==> src/rtl/resp_pkg.sv <==
// rtl/resp_pkg.sv - shared types and constants for the response framer
//
// Purpose: response queue entry layout, frame byte constants and the
//          framer FSM state encoding.
// Ports:   none (package).

package resp_pkg;

   typedef struct packed {
      logic       err;
      logic [7:0] data;
   } resp_entry_t;

   localparam int RESP_ENTRY_W = $bits(resp_entry_t);

   localparam logic [7:0] RESP_SOF = 8'hA5;
   localparam logic [7:0] RESP_OK  = 8'h00;
   localparam logic [7:0] RESP_ERR = 8'hEE;

   typedef enum logic [2:0] {
      ST_IDLE,
      ST_SOF,
      ST_STAT,
      ST_DATA,
      ST_CHK
   } resp_state_t;

endpackage

==> src/rtl/resp_fifo.sv <==
// rtl/resp_fifo.sv - synchronous first-word-fall-through response queue
//
// Purpose: holds pending dispatcher responses until the framer takes them.
// Ports:
//   clk, rst          clock, synchronous active-high reset
//   wr_en, wr_data    push request and entry (ignored when full)
//   rd_en             pop request (ignored when empty)
//   rd_data           head entry, valid whenever empty = 0
//   full, empty       occupancy flags from the registered count

module resp_fifo
   import resp_pkg::*;
#(
   parameter int DEPTH      = 8,
   parameter int ADDR_WIDTH = $clog2(DEPTH)
) (
   input  logic                    clk,
   input  logic                    rst,
   input  logic                    wr_en,
   input  logic [RESP_ENTRY_W-1:0] wr_data,
   input  logic                    rd_en,
   output logic [RESP_ENTRY_W-1:0] rd_data,
   output logic                    full,
   output logic                    empty
);

   localparam logic [ADDR_WIDTH-1:0] PTR_ONE  = ADDR_WIDTH'(1);
   localparam logic [ADDR_WIDTH:0]   CNT_ONE  = (ADDR_WIDTH + 1)'(1);
   localparam logic [ADDR_WIDTH:0]   CNT_FULL = (ADDR_WIDTH + 1)'(DEPTH);

   resp_entry_t             mem [DEPTH];
   logic [ADDR_WIDTH-1:0]   wr_ptr;
   logic [ADDR_WIDTH-1:0]   rd_ptr;
   logic [ADDR_WIDTH:0]     count;
   logic                    push;
   logic                    pop;

   assign full    = (count == CNT_FULL);
   assign empty   = (count == '0);
   assign push    = wr_en & ~full;
   assign pop     = rd_en & ~empty;
   assign rd_data = mem[rd_ptr];

   // Storage needs no reset: nothing is read until count says it was written.
   always_ff @(posedge clk) begin
      if (push) begin
         mem[wr_ptr] <= resp_entry_t'(wr_data);
      end
   end

   // Pointers wrap naturally because DEPTH is a power of two.
   always_ff @(posedge clk) begin
      if (rst) begin
         wr_ptr <= '0;
         rd_ptr <= '0;
         count  <= '0;
      end else begin
         if (push) wr_ptr <= wr_ptr + PTR_ONE;
         if (pop)  rd_ptr <= rd_ptr + PTR_ONE;
         case ({push, pop})
            2'b10:   count <= count + CNT_ONE;
            2'b01:   count <= count - CNT_ONE;
            default: count <= count;
         endcase
      end
   end

endmodule

==> src/rtl/resp_framer.sv <==
// rtl/resp_framer.sv - queues dispatcher responses and emits 4-byte frames
//
// Purpose: buffers responses and serialises each as A5, STATUS, DATA,
//          STATUS^DATA into the TX byte FIFO, freezing while it is full.
// Ports:
//   clk, rst              clock, synchronous active-high reset
//   resp_en               one-cycle push strobe from the dispatcher
//   resp_data, resp_err   response payload and error flag
//   tx_fifo_full          TX byte FIFO cannot take a byte this cycle
//   tx_fifo_wr_en         byte write strobe (combinational from tx_fifo_full)
//   tx_fifo_wr_data       byte being offered
//   resp_full             response queue holds DEPTH entries
//   resp_overflow         sticky: a push was dropped since reset
//   busy                  a frame is in progress or responses are queued

module resp_framer
   import resp_pkg::*;
#(
   parameter int DEPTH      = 8,
   parameter int ADDR_WIDTH = $clog2(DEPTH)
) (
   input  logic       clk,
   input  logic       rst,
   input  logic       resp_en,
   input  logic [7:0] resp_data,
   input  logic       resp_err,
   input  logic       tx_fifo_full,
   output logic       tx_fifo_wr_en,
   output logic [7:0] tx_fifo_wr_data,
   output logic       resp_full,
   output logic       resp_overflow,
   output logic       busy
);

   resp_state_t                state;
   resp_state_t                state_nxt;
   resp_entry_t                hold;
   logic [RESP_ENTRY_W-1:0]    q_head;
   logic                       q_empty;
   logic                       q_full;
   logic                       pop;
   logic [7:0]                 status;

   resp_fifo #(
      .DEPTH      (DEPTH),
      .ADDR_WIDTH (ADDR_WIDTH)
   ) u_fifo (
      .clk     (clk),
      .rst     (rst),
      .wr_en   (resp_en),
      .wr_data ({resp_err, resp_data}),
      .rd_en   (pop),
      .rd_data (q_head),
      .full    (q_full),
      .empty   (q_empty)
   );

   assign tx_fifo_wr_en = (state != ST_IDLE) & ~tx_fifo_full;
   assign resp_full     = q_full;
   assign busy          = (state != ST_IDLE) | ~q_empty;
   assign status        = hold.err ? RESP_ERR : RESP_OK;

   always_ff @(posedge clk) begin
      if (rst) begin
         state <= ST_IDLE;
         hold  <= '0;
      end else begin
         state <= state_nxt;
         if (pop) hold <= resp_entry_t'(q_head);
      end
   end

   // The queue's own full flag already refuses the write; a pop in the same
   // cycle does not rescue it, so the drop is recorded here.
   always_ff @(posedge clk) begin
      if (rst) begin
         resp_overflow <= 1'b0;
      end else if (resp_en && q_full) begin
         resp_overflow <= 1'b1;
      end
   end

   always_comb begin
      state_nxt = state;
      pop       = 1'b0;
      case (state)
         ST_IDLE: begin
            if (!q_empty) begin
               pop       = 1'b1;
               state_nxt = ST_SOF;
            end
         end
         ST_SOF:  if (tx_fifo_wr_en) state_nxt = ST_STAT;
         ST_STAT: if (tx_fifo_wr_en) state_nxt = ST_DATA;
         ST_DATA: if (tx_fifo_wr_en) state_nxt = ST_CHK;
         ST_CHK: begin
            // Chain straight into the next frame so a fed framer never idles.
            if (tx_fifo_wr_en) begin
               if (!q_empty) begin
                  pop       = 1'b1;
                  state_nxt = ST_SOF;
               end else begin
                  state_nxt = ST_IDLE;
               end
            end
         end
         default: state_nxt = ST_IDLE;
      endcase
   end

   always_comb begin
      tx_fifo_wr_data = 8'h00;
      case (state)
         ST_SOF:  tx_fifo_wr_data = RESP_SOF;
         ST_STAT: tx_fifo_wr_data = status;
         ST_DATA: tx_fifo_wr_data = hold.data;
         ST_CHK:  tx_fifo_wr_data = status ^ hold.data;
         default: tx_fifo_wr_data = 8'h00;
      endcase
   end

endmodule
==> config.mk <==
export PLATFORM = sky130hd
export DESIGN_NAME = resp_framer
export DESIGN_NICKNAME = d
export VERILOG_FILES = /design/src/rtl/resp_pkg.sv /design/src/rtl/resp_fifo.sv /design/src/rtl/resp_framer.sv
export SDC_FILE = /design/constraint.sdc
export NUM_CORES = 1
export LEC_CHECK = 0
export CELL_PAD_IN_SITES_DETAIL_PLACEMENT = 1
export CELL_PAD_IN_SITES_GLOBAL_PLACEMENT = 2
export CORE_MARGIN = 3
export CORE_UTILIZATION = 33
export CTS_BUF_LIST = sky130_fd_sc_hd__clkbuf_8
export DETAILED_ROUTE_END_ITERATION = 6
export PLACE_DENSITY = 0.64
export SYNTH_ARGS = -nofsm -noshare
export SYNTH_HDL_FRONTEND = slang
export SYNTH_SLANG_ARGS = --single-unit
==> constraint.sdc <==
create_clock -name clk -period 3.55 [get_ports clk]
set_input_delay 0.8875 -clock clk [delete_from_list [all_inputs] [get_ports clk]]
set_output_delay 0.8875 -clock clk [all_outputs]
set_load 0.005 [all_outputs]
==> metrics.txt, run 1 <==
outcome=completed; Syn-to-layout area delta=15.5%; Worst Tran Pin Value=1.04 ns; final worst path period share=0.889; Worst Path Required=2.66 ns; drt initial violations=218; die height=117 um; worst path arrival time=2.27 ns; fin. max-slew vios=0; Comb pwr share=0.328; area of the multi-input gates=0.00133 mm^2; clock root buffer=clkbuf_8; # diodes=0; clock power share=0.219; Setup CP Type=register to output pin; vias in the first global route=2245; area leader, netlist=edfxtp_1; CP Launch Type=register; Reg area=0.00262 mm^2; number of synthesized flops with an enable pin=72; Worst Hold Class=register to register; crit-path max FO=16; first-pass GRT wire length=12.8 mm; mux cell area share after synthesis=0.102; largest stage delay on the critical path=0.66 ns; #FFs+latches synth=95; NetSw=1.07 mW; fmax=317 MHz; H-tree depth=3; hpwl dp=5.21 mm; Max transition margin=0.303; Fillers=1197; Post-synth ARST share=0; Syn Nets=284; drt total wl=8.18 mm; slowest CP cell=dfxtp_1; vias per cell=5.06; GRT Resource Usage Total=0.128; Internal=2.16 mW; Leak=1.54 nW; Switching Share=0.331; Max clock buf depth=2; cell area after synthesis=0.00405 mm^2; share of cells above drive strength 1=0.226; area of the core=0.0117 mm^2; Ys Warns=0; WHS=0.476 ns; placed cell area=0.00449 mm^2; Util after Layout=0.400; endpoint type of the worst setup path=output pin; ys flop type=edfxtp_1; main combinational cell family by area after synthesis=simple AND/OR/NAND/NOR gates; register area share after synthesis=0.647; row count=39; IO Port Bufs=24; Period minus WS final=3.16 ns; XOR/XNOR Fraction of Synth Area=0.0259; Final Hold Fails=0; post-synthesis adder-cell area fraction=0.0204; Worst VDD drop=0.000244 V; clk_skew=0.0144 ns; commonest cells in the netlist=edfxtp_1 (72), dfxtp_1 (23), nor2_1 (21); drt first pass iters=4; sequential share of power=0.453; routability cong.=0.679; setup tns final=0 ns; I/O Pins=25; routed len/inst=18.3 um; Netlist cell types=40; unrepaired setup endpoints after global routing=no; Reg clk slew, reported paths=0.09 ns; synth top area cells=edfxtp_1 (53%), dfxtp_1 (11%), mux4_2 (10%); setup bufs post-CTS=0; setup violators final=0; initial core utilization=0.346; ordered list of cells on the worst path=nand2_1 -> nor2_1 -> a21oi_1 -> o21ai_0 -> clkdlybuf4s50_1; Die X=117 um; Final Instance Area=0.00468 mm^2; Syn Area/Cell=15.3 um^2; cts bufs inserted=9; share of the synthesized area in the top cell type=0.533; count of clock tree sinks=95; Die ar.=0.0137 mm^2; initial antenna violation count=0; Final Total Pwr=3.23 mW; post-cts gate resize count=0; global route total overflow=0; Synth Area in Compound Gates=0.0540; drc violations=0; TritonCTS clock tree=built; count leader, synth=edfxtp_1; nets=319; via count=2266; Synth Area in Simple Gates=0.126; post-synthesis instance total=265; max cap viols=0; total power per unit cell area=689 mW/mm^2; largest net degree at the start of global routing=24; Worst-Skew Late Latency=0.36 ns; cts hold-fix bufs=0; ANT nets after route=0
==> routing by layer <==
| layer | up-vias | GRT usage | part of all wire | wire length (um) |
|---|---|---|---|---|
| met1 | 1146 | 0.183 | 0.49 | 4010 |
| met5 | - | 0 | 0 | 0 |
| li1 | 1083 | - | - | - |
| met3 | 8 | 0.0262 | 0.026 | 212 |
| met2 | 29 | 0.194 | 0.47 | 3860 |
| met4 | 0 | 0.0505 | 0.012 | 102 |
==> per-stage QoR <==
stage	worst slack (ns)	cells
floorplan	0.593	265
global placement	0.388	432
detailed placement	0.325	432
CTS	0.363	448
global route	0.160	448
finish	0.392	448
==> state kept, by name, summed over array words and instances, names as in the netlist <==
signal	flops
state	3
u_fifo.mem	72
u_fifo.rd_ptr	3
u_fifo.wr_ptr	3
resp_overflow	1
hold	9
u_fifo.count	4
==> critical path, delay by kind of cell (launching register included) <==
| kind | cells | cell delay, ns |
|---|---|---|
| AOI/OAI and AO/OA | 2 | 0.28 |
| DFF | 1 | 0.66 |
| buffers and inverters | 1 | 0.54 |
| and+or+nand+nor | 2 | 0.43 |
==> layout make-up <==
class / instances / area share
multi-input cells: 152 / 0.284
repair buffers: 37 / 0.0722
flip-flops and latches: 95 / 0.560
clock buffers: 9 / 0.0265
inverters: 5 / 0.00401
well taps: 143 / 0.0382
clock inverters: 7 / 0.0147
==> path summary, 6_finish.rpt <==
| path | startpoint | end | slack (ns) | depth (start not counted) |
|---|---|---|---|---|
| worst max-delay path | state[1] | tx_fifo_wr_data[1] | 0.39 | 5 |
| worst min-delay path | resp_overflow | resp_overflow | 0.48 | 2 |
| worst min register to register | resp_overflow | resp_overflow | 0.48 | 2 |
| worst max register to register | u_fifo.count[0] | u_fifo.count[3] | 0.90 | 8 |
==> kinds of logic (layout without fill, tap and decap cells) <==
logic type                 after synthesis  after routing
adders and majority gates                6              6
muxes                                   19             19
xor gates and xnor gates                12             12
DFF                                     95             95
and+or+nand+nor                         79             79
buffers and inverters                   18             58
AOI/OAI and AO/OA                       36             36
==> power groups by stage <==
stage | logic [mW] | registers (mW) | clock network, mW
2_1_floorplan | 0.876 | 1.41 | 0
3_3_place_gp | 1.06 | 1.49 | 0
3_5_place_dp | 1.08 | 1.49 | 0
4_1_cts | 1.08 | 1.46 | 0.739
5_1_grt | 1.18 | 1.48 | 0.789
6_report | 1.06 | 1.46 | 0.707
==> placed cells by master (no fill, tap or decap), types with 12 or more instances in the layout <==
cell type,synthesis,routed
a21oi_1,14,14
buf_4,2,13
clkdlybuf4s50_1,0,24
dfxtp_1,23,23
edfxtp_1,72,72
mux4_2,18,18
nor2_1,21,21
o22ai_1,12,12
Note: power is estimated with default switching activity, not from simulation.
==> run 2, diff against run 1 <==
--- a/config.mk
+++ b/config.mk
@@ -11,6 +11,7 @@
 export CORE_UTILIZATION = 33
 export CTS_BUF_LIST = sky130_fd_sc_hd__clkbuf_8
 export DETAILED_ROUTE_END_ITERATION = 6
+export MAX_ROUTING_LAYER = met4
 export PLACE_DENSITY = 0.64
 export SYNTH_ARGS = -nofsm -noshare
 export SYNTH_HDL_FRONTEND = slang
==> metrics.txt, run 2 (same netlist as run 1, synthesis figures left out) <==
outcome=completed (unchanged); clock root buffer=clkbuf_8 (unchanged); routed len/inst=18.3 um (about the same); Worst Hold Class=register to register (unchanged); Biggest register=u_fifo.mem (unchanged); crit-path max FO=16 (unchanged); initial antenna violation count=0 (unchanged); Comb pwr share=0.328 (about the same); # diodes=0 (unchanged); drt initial violations=219 (was 218); sequential share of power=0.452 (was 0.453); most frequent cells in the layout=edfxtp_1 (72), clkdlybuf4s50_1 (24), dfxtp_1 (23) (unchanged); total power per unit cell area=690 mW/mm^2 (was 689 mW/mm^2); IO Port Bufs=24 (unchanged); Die ar.=0.0137 mm^2 (unchanged); Largest regs=u_fifo.mem (72), hold (9), u_fifo.count (4) (unchanged); drt total wl=8.20 mm (was 8.18 mm); vias in the first global route=2241 (was 2245); final worst path period share=0.891 (was 0.889); Final Total Pwr=3.23 mW (about the same); CP Launch Type=register (unchanged); NetSw=1.07 mW (about the same); nets=319 (unchanged); global route total overflow=0 (unchanged); Worst-Skew Late Latency=0.37 ns (was 0.36 ns); drc violations=0 (unchanged); Worst Path Required=2.66 ns (about the same); Max clock buf depth=2 (unchanged); number of flip-flops under the largest register name=72 (unchanged); Reg clk slew, reported paths=0.09 ns (about the same); fin. max-slew vios=0 (unchanged); setup slack, reg-to-reg=0.89 ns (was 0.90 ns); Period minus WS final=3.16 ns (about the same); Final Hold Fails=0 (unchanged); H-tree depth=3 (unchanged); Worst Tran Pin Value=1.04 ns (about the same); ANT nets after route=0 (unchanged); CP endpoint=tx_fifo_wr_data[1] (unchanged); hpwl dp=5.21 mm (unchanged); Worst VDD drop=0.000244 V (about the same); I/O Pins=25 (unchanged); clk_skew=0.0145 ns (was 0.0144 ns); setup bufs post-CTS=0 (unchanged); Internal=2.16 mW (about the same); fmax=316 MHz (was 317 MHz); via count=2262 (was 2266); max cap viols=0 (unchanged); initial core utilization=0.346 (unchanged); Max transition margin=0.302 (was 0.303); WHS=0.476 ns (about the same); share of cells above drive strength 1=0.226 (unchanged); endpoint type of the worst setup path=output pin (unchanged); unrepaired setup endpoints after global routing=no (unchanged); worst r2r path cells=8 (unchanged); post-cts gate resize count=0 (unchanged); count of clock tree sinks=95 (unchanged); setup tns final=0 ns (unchanged); largest net degree at the start of global routing=24 (unchanged); Critical Path Start=state[1] (unchanged); most common cell after layout, fill and taps aside=edfxtp_1 (unchanged); vias per cell=5.05 (was 5.06); drt first pass iters=4 (unchanged); Syn-to-layout area delta=15.5% (unchanged); first-pass GRT wire length=12.8 mm (about the same); TritonCTS clock tree=built (unchanged); FF-to-FF Start=u_fifo.count[0] (unchanged); setup violators final=0 (unchanged); cts bufs inserted=9 (unchanged); area of the core=0.0117 mm^2 (unchanged); row count=39 (unchanged); GRT Resource Usage Total=0.133 (was 0.128); Leak=1.54 nW (unchanged); Switching Share=0.332 (was 0.331); routability cong.=0.685 (was 0.679); clock power share=0.220 (was 0.219); Die X=117 um (unchanged); cts hold-fix bufs=0 (unchanged); worst path arrival time=2.28 ns (was 2.27 ns); die height=117 um (unchanged); RR Endpoint=u_fifo.count[3] (unchanged); Setup CP Type=register to output pin (unchanged)
run 2: cell counts in the layout (fill, tap and decap cells not counted):
Identical to the previous run, type by type.
run 2: critical path: stages (launching register included):
cell,delay [ns]
dfxtp_1,0.66
nand2_1,0.10
nor2_1,0.33
a21oi_1,0.07
o21ai_0,0.21
clkdlybuf4s50_1,0.54
run 2: how the worst min path moves through the flow:
stage                     slack (ns)  depth (start not counted)           from            end
final                           0.48                          2  resp_overflow  resp_overflow
after global routing            0.51                          2  resp_overflow  resp_overflow
after CTS                       0.48                          2  resp_overflow  resp_overflow
after detailed placement        0.46                          2  resp_overflow  resp_overflow
after global placement          0.45                          2  resp_overflow  resp_overflow
after floorplan                 0.46                          2  resp_overflow  resp_overflow
run 2: routing by layer:
layer	global-route usage	share of wire	up-vias
met4	0.0505	0.015	0
met5	-	0	-
li1	-	-	1082
met3	0.0262	0.026	8
met1	0.184	0.49	1143
met2	0.193	0.47	29
run 2: cell type report:
| type | instances | area, um^2 |
|---|---|---|
| sequential | 95 | 2620 |
| timing repair buffer | 37 | 338 |
| multi-input combinational | 152 | 1330 |
| fill | 1197 | 7030 |
| inverter | 5 | 18.8 |
| clock inverter | 7 | 68.8 |
| tap | 143 | 179 |
| clock buffer | 9 | 124 |
run 2: through the flow:
| stage | cell area [um^2] | instances | utilization | setup WS, ns |
|---|---|---|---|---|
| after detailed placement | 4490 | 432 | 0.383 | 0.325 |
| after global routing | 4680 | 448 | 0.400 | 0.160 |
| after CTS | 4680 | 448 | 0.400 | 0.363 |
| after floorplan | 4050 | 265 | - | 0.593 |
| after global placement | 4490 | 432 | 0.383 | 0.388 |
| final | 4680 | 448 | 0.400 | 0.386 |
run 2: power groups by stage:
stage	combinational, mW	sequential (mW)	clock, mW
finish	1.06	1.46	0.710
global route	1.18	1.48	0.790
CTS	1.08	1.46	0.739
detailed placement	1.08	1.49	0
global placement	1.06	1.49	0
floorplan	0.876	1.41	0
==> run 3, diff against run 2 <==
--- a/config.mk
+++ b/config.mk
@@ -5,14 +5,13 @@
 export SDC_FILE = /design/constraint.sdc
 export NUM_CORES = 1
 export LEC_CHECK = 0
-export CELL_PAD_IN_SITES_DETAIL_PLACEMENT = 1
-export CELL_PAD_IN_SITES_GLOBAL_PLACEMENT = 2
+export CORE_ASPECT_RATIO = 0.8
 export CORE_MARGIN = 3
 export CORE_UTILIZATION = 33
 export CTS_BUF_LIST = sky130_fd_sc_hd__clkbuf_8
 export DETAILED_ROUTE_END_ITERATION = 6
 export MAX_ROUTING_LAYER = met4
-export PLACE_DENSITY = 0.64
+export PLACE_DENSITY = 0.5
 export SYNTH_ARGS = -nofsm -noshare
 export SYNTH_HDL_FRONTEND = slang
 export SYNTH_SLANG_ARGS = --single-unit
==> metrics.txt, run 3 (same netlist as run 1, synthesis figures left out) <==
outcome=completed (unchanged); Final WS setup=0.433 ns (was 0.386 ns); worst r2r path cells=8 (unchanged); clk_skew=0.0117 ns (was 0.0145 ns); Worst VDD drop=0.000292 V (was 0.000244 V); Final Instance Area=0.00468 mm^2 (unchanged); Setup CP Type=register to output pin (unchanged); Fillers=1113 (was 1197); Worst-Skew Late Latency=0.35 ns (was 0.37 ns); row count=35 (was 39); setup bufs post-CTS=0 (unchanged); CP Launch Type=register (unchanged); total power per unit cell area=684 mW/mm^2 (was 690 mW/mm^2); worst path arrival time=2.23 ns (was 2.28 ns); Worst Tran Pin Value=1.00 ns (was 1.04 ns); cts bufs inserted=9 (unchanged); Max transition margin=0.332 (was 0.302); largest stage delay on the critical path=0.65 ns (was 0.66 ns); Syn-to-layout area delta=15.5% (unchanged); WHS=0.473 ns (was 0.476 ns); largest net degree at the start of global routing=24 (unchanged); slowest CP cell=dfxtp_1 (unchanged); cts hold-fix bufs=0 (unchanged); Worst Hold Class=register to register (unchanged); IO Port Bufs=24 (unchanged); Leak=1.54 nW (about the same); Hold Crit Endpoint=resp_overflow (unchanged); area of the core=0.0117 mm^2 (about the same); Biggest register=u_fifo.mem (unchanged); unrepaired setup endpoints after global routing=no (unchanged); number of flip-flops under the largest register name=72 (unchanged); most common cell after layout, fill and taps aside=edfxtp_1 (unchanged); placed cell count=436 (was 432); H-tree depth=3 (unchanged); Die X=130 um (was 117 um); endpoint type of the worst setup path=output pin (unchanged); fin. max-slew vios=0 (unchanged); max cap viols=0 (unchanged); Die ar.=0.0137 mm^2 (about the same); placed cell area=0.00449 mm^2 (about the same); Largest regs=u_fifo.mem (72), hold (9), u_fifo.count (4) (unchanged); global route total overflow=0 (unchanged); initial antenna violation count=0 (unchanged); setup slack, reg-to-reg=0.91 ns (was 0.89 ns); FF-to-FF Start=u_fifo.count[0] (unchanged); Crit path max-delay family=flip-flops (unchanged); via count=2282 (was 2262); drt total wl=7.71 mm (was 8.20 mm); initial core utilization=0.345 (was 0.346); die height=105 um (was 117 um); vias per cell=5.06 (was 5.05); RR Endpoint=u_fifo.count[3] (unchanged); post-cts gate resize count=0 (unchanged); most frequent cells in the layout=edfxtp_1 (72), clkdlybuf4s50_1 (24), dfxtp_1 (23) (unchanged); hpwl dp=4.84 mm (was 5.21 mm); GRT Resource Usage Total=0.123 (was 0.133); fmax=321 MHz (was 316 MHz); Final Total Pwr=3.20 mW (was 3.23 mW); vias in the first global route=2217 (was 2241); setup violators final=0 (unchanged); setup tns final=0 ns (unchanged); routability cong.=0.739 (was 0.685); Reg clk slew, reported paths=0.09 ns (about the same); TritonCTS clock tree=built (unchanged); ANT nets after route=0 (unchanged); I/O Pins=25 (unchanged); Util after Layout=0.399 (was 0.400); drt initial violations=83 (was 219); clock root buffer=clkbuf_8 (unchanged); Final Hold Fails=0 (unchanged); first-pass GRT wire length=12.3 mm (was 12.8 mm); share of cells above drive strength 1=0.224 (was 0.226); Period minus WS final=3.12 ns (was 3.16 ns); drt first pass iters=4 (unchanged); non-filler cells, final=451 (was 448); cell count of the worst hold path=2 (unchanged); # diodes=0 (unchanged); Placement Setup Slack=0.280 ns (was 0.325 ns); routed len/inst=17.1 um (was 18.3 um); Max clock buf depth=2 (unchanged); count of clock tree sinks=95 (unchanged); Crit path buffers/inverters=1 (unchanged); final worst path period share=0.878 (was 0.891); nets=318 (was 319); crit-path max FO=16 (unchanged); hold_sp=resp_overflow (unchanged); ordered list of cells on the worst path=nand2_1 -> nor2_1 -> a21oi_1 -> o21ai_0 -> clkdlybuf4s50_1 (unchanged); drc violations=0 (unchanged); Worst Path Required=2.66 ns (about the same)
run 3: report_power, final:
group          switching, mW  internal [mW]  total [mW]
sequential             0.146           1.31        1.46
combinational          0.524          0.519        1.04
clock                  0.374          0.328       0.702
total                   1.04           2.16        3.20
run 3: final cells by class:
cell class / instances / area, um^2 / share of cell area
clock buffers: 9 / 124 / 0.0265
repair buffers: 36 / 330 / 0.0706
flip-flops and latches: 95 / 2620 / 0.560
multi-input cells: 152 / 1330 / 0.284
well taps: 148 / 185 / 0.0396
clock inverters: 6 / 70.1 / 0.0150
inverters: 5 / 18.8 / 0.00401
run 3: layer usage:
layer	track usage	up-vias	part of all wire
met4	0.0349	0	0.015
met1	0.171	1150	0.51
met3	0.0358	11	0.038
met5	-	-	0
li1	-	1073	-
met2	0.177	48	0.44
run 3: worst register-to-register path, stage by stage (launching register included):
cell and delay [ns]:
dfxtp_1 0.38, or4b_1 0.64, nand2_1 0.18, ha_1 0.22, ha_1 0.28, a21oi_1 0.17
a21oi_1 0.10, or4_1 0.47, a21oi_1 0.15
run 3: how the worst max path moves through the flow:
stage | depth (start not counted) | slack, ns | endpoint | from
finish | 5 | 0.43 | tx_fifo_wr_data[6] | state[1]
global route | 5 | 0.23 | tx_fifo_wr_data[6] | state[1]
CTS | 5 | 0.42 | tx_fifo_wr_data[6] | state[1]
detailed placement | 9 | 0.28 | u_fifo.count[3] | tx_fifo_full
global placement | 9 | 0.32 | u_fifo.count[3] | tx_fifo_full
floorplan | 9 | 0.59 | u_fifo.count[3] | tx_fifo_full
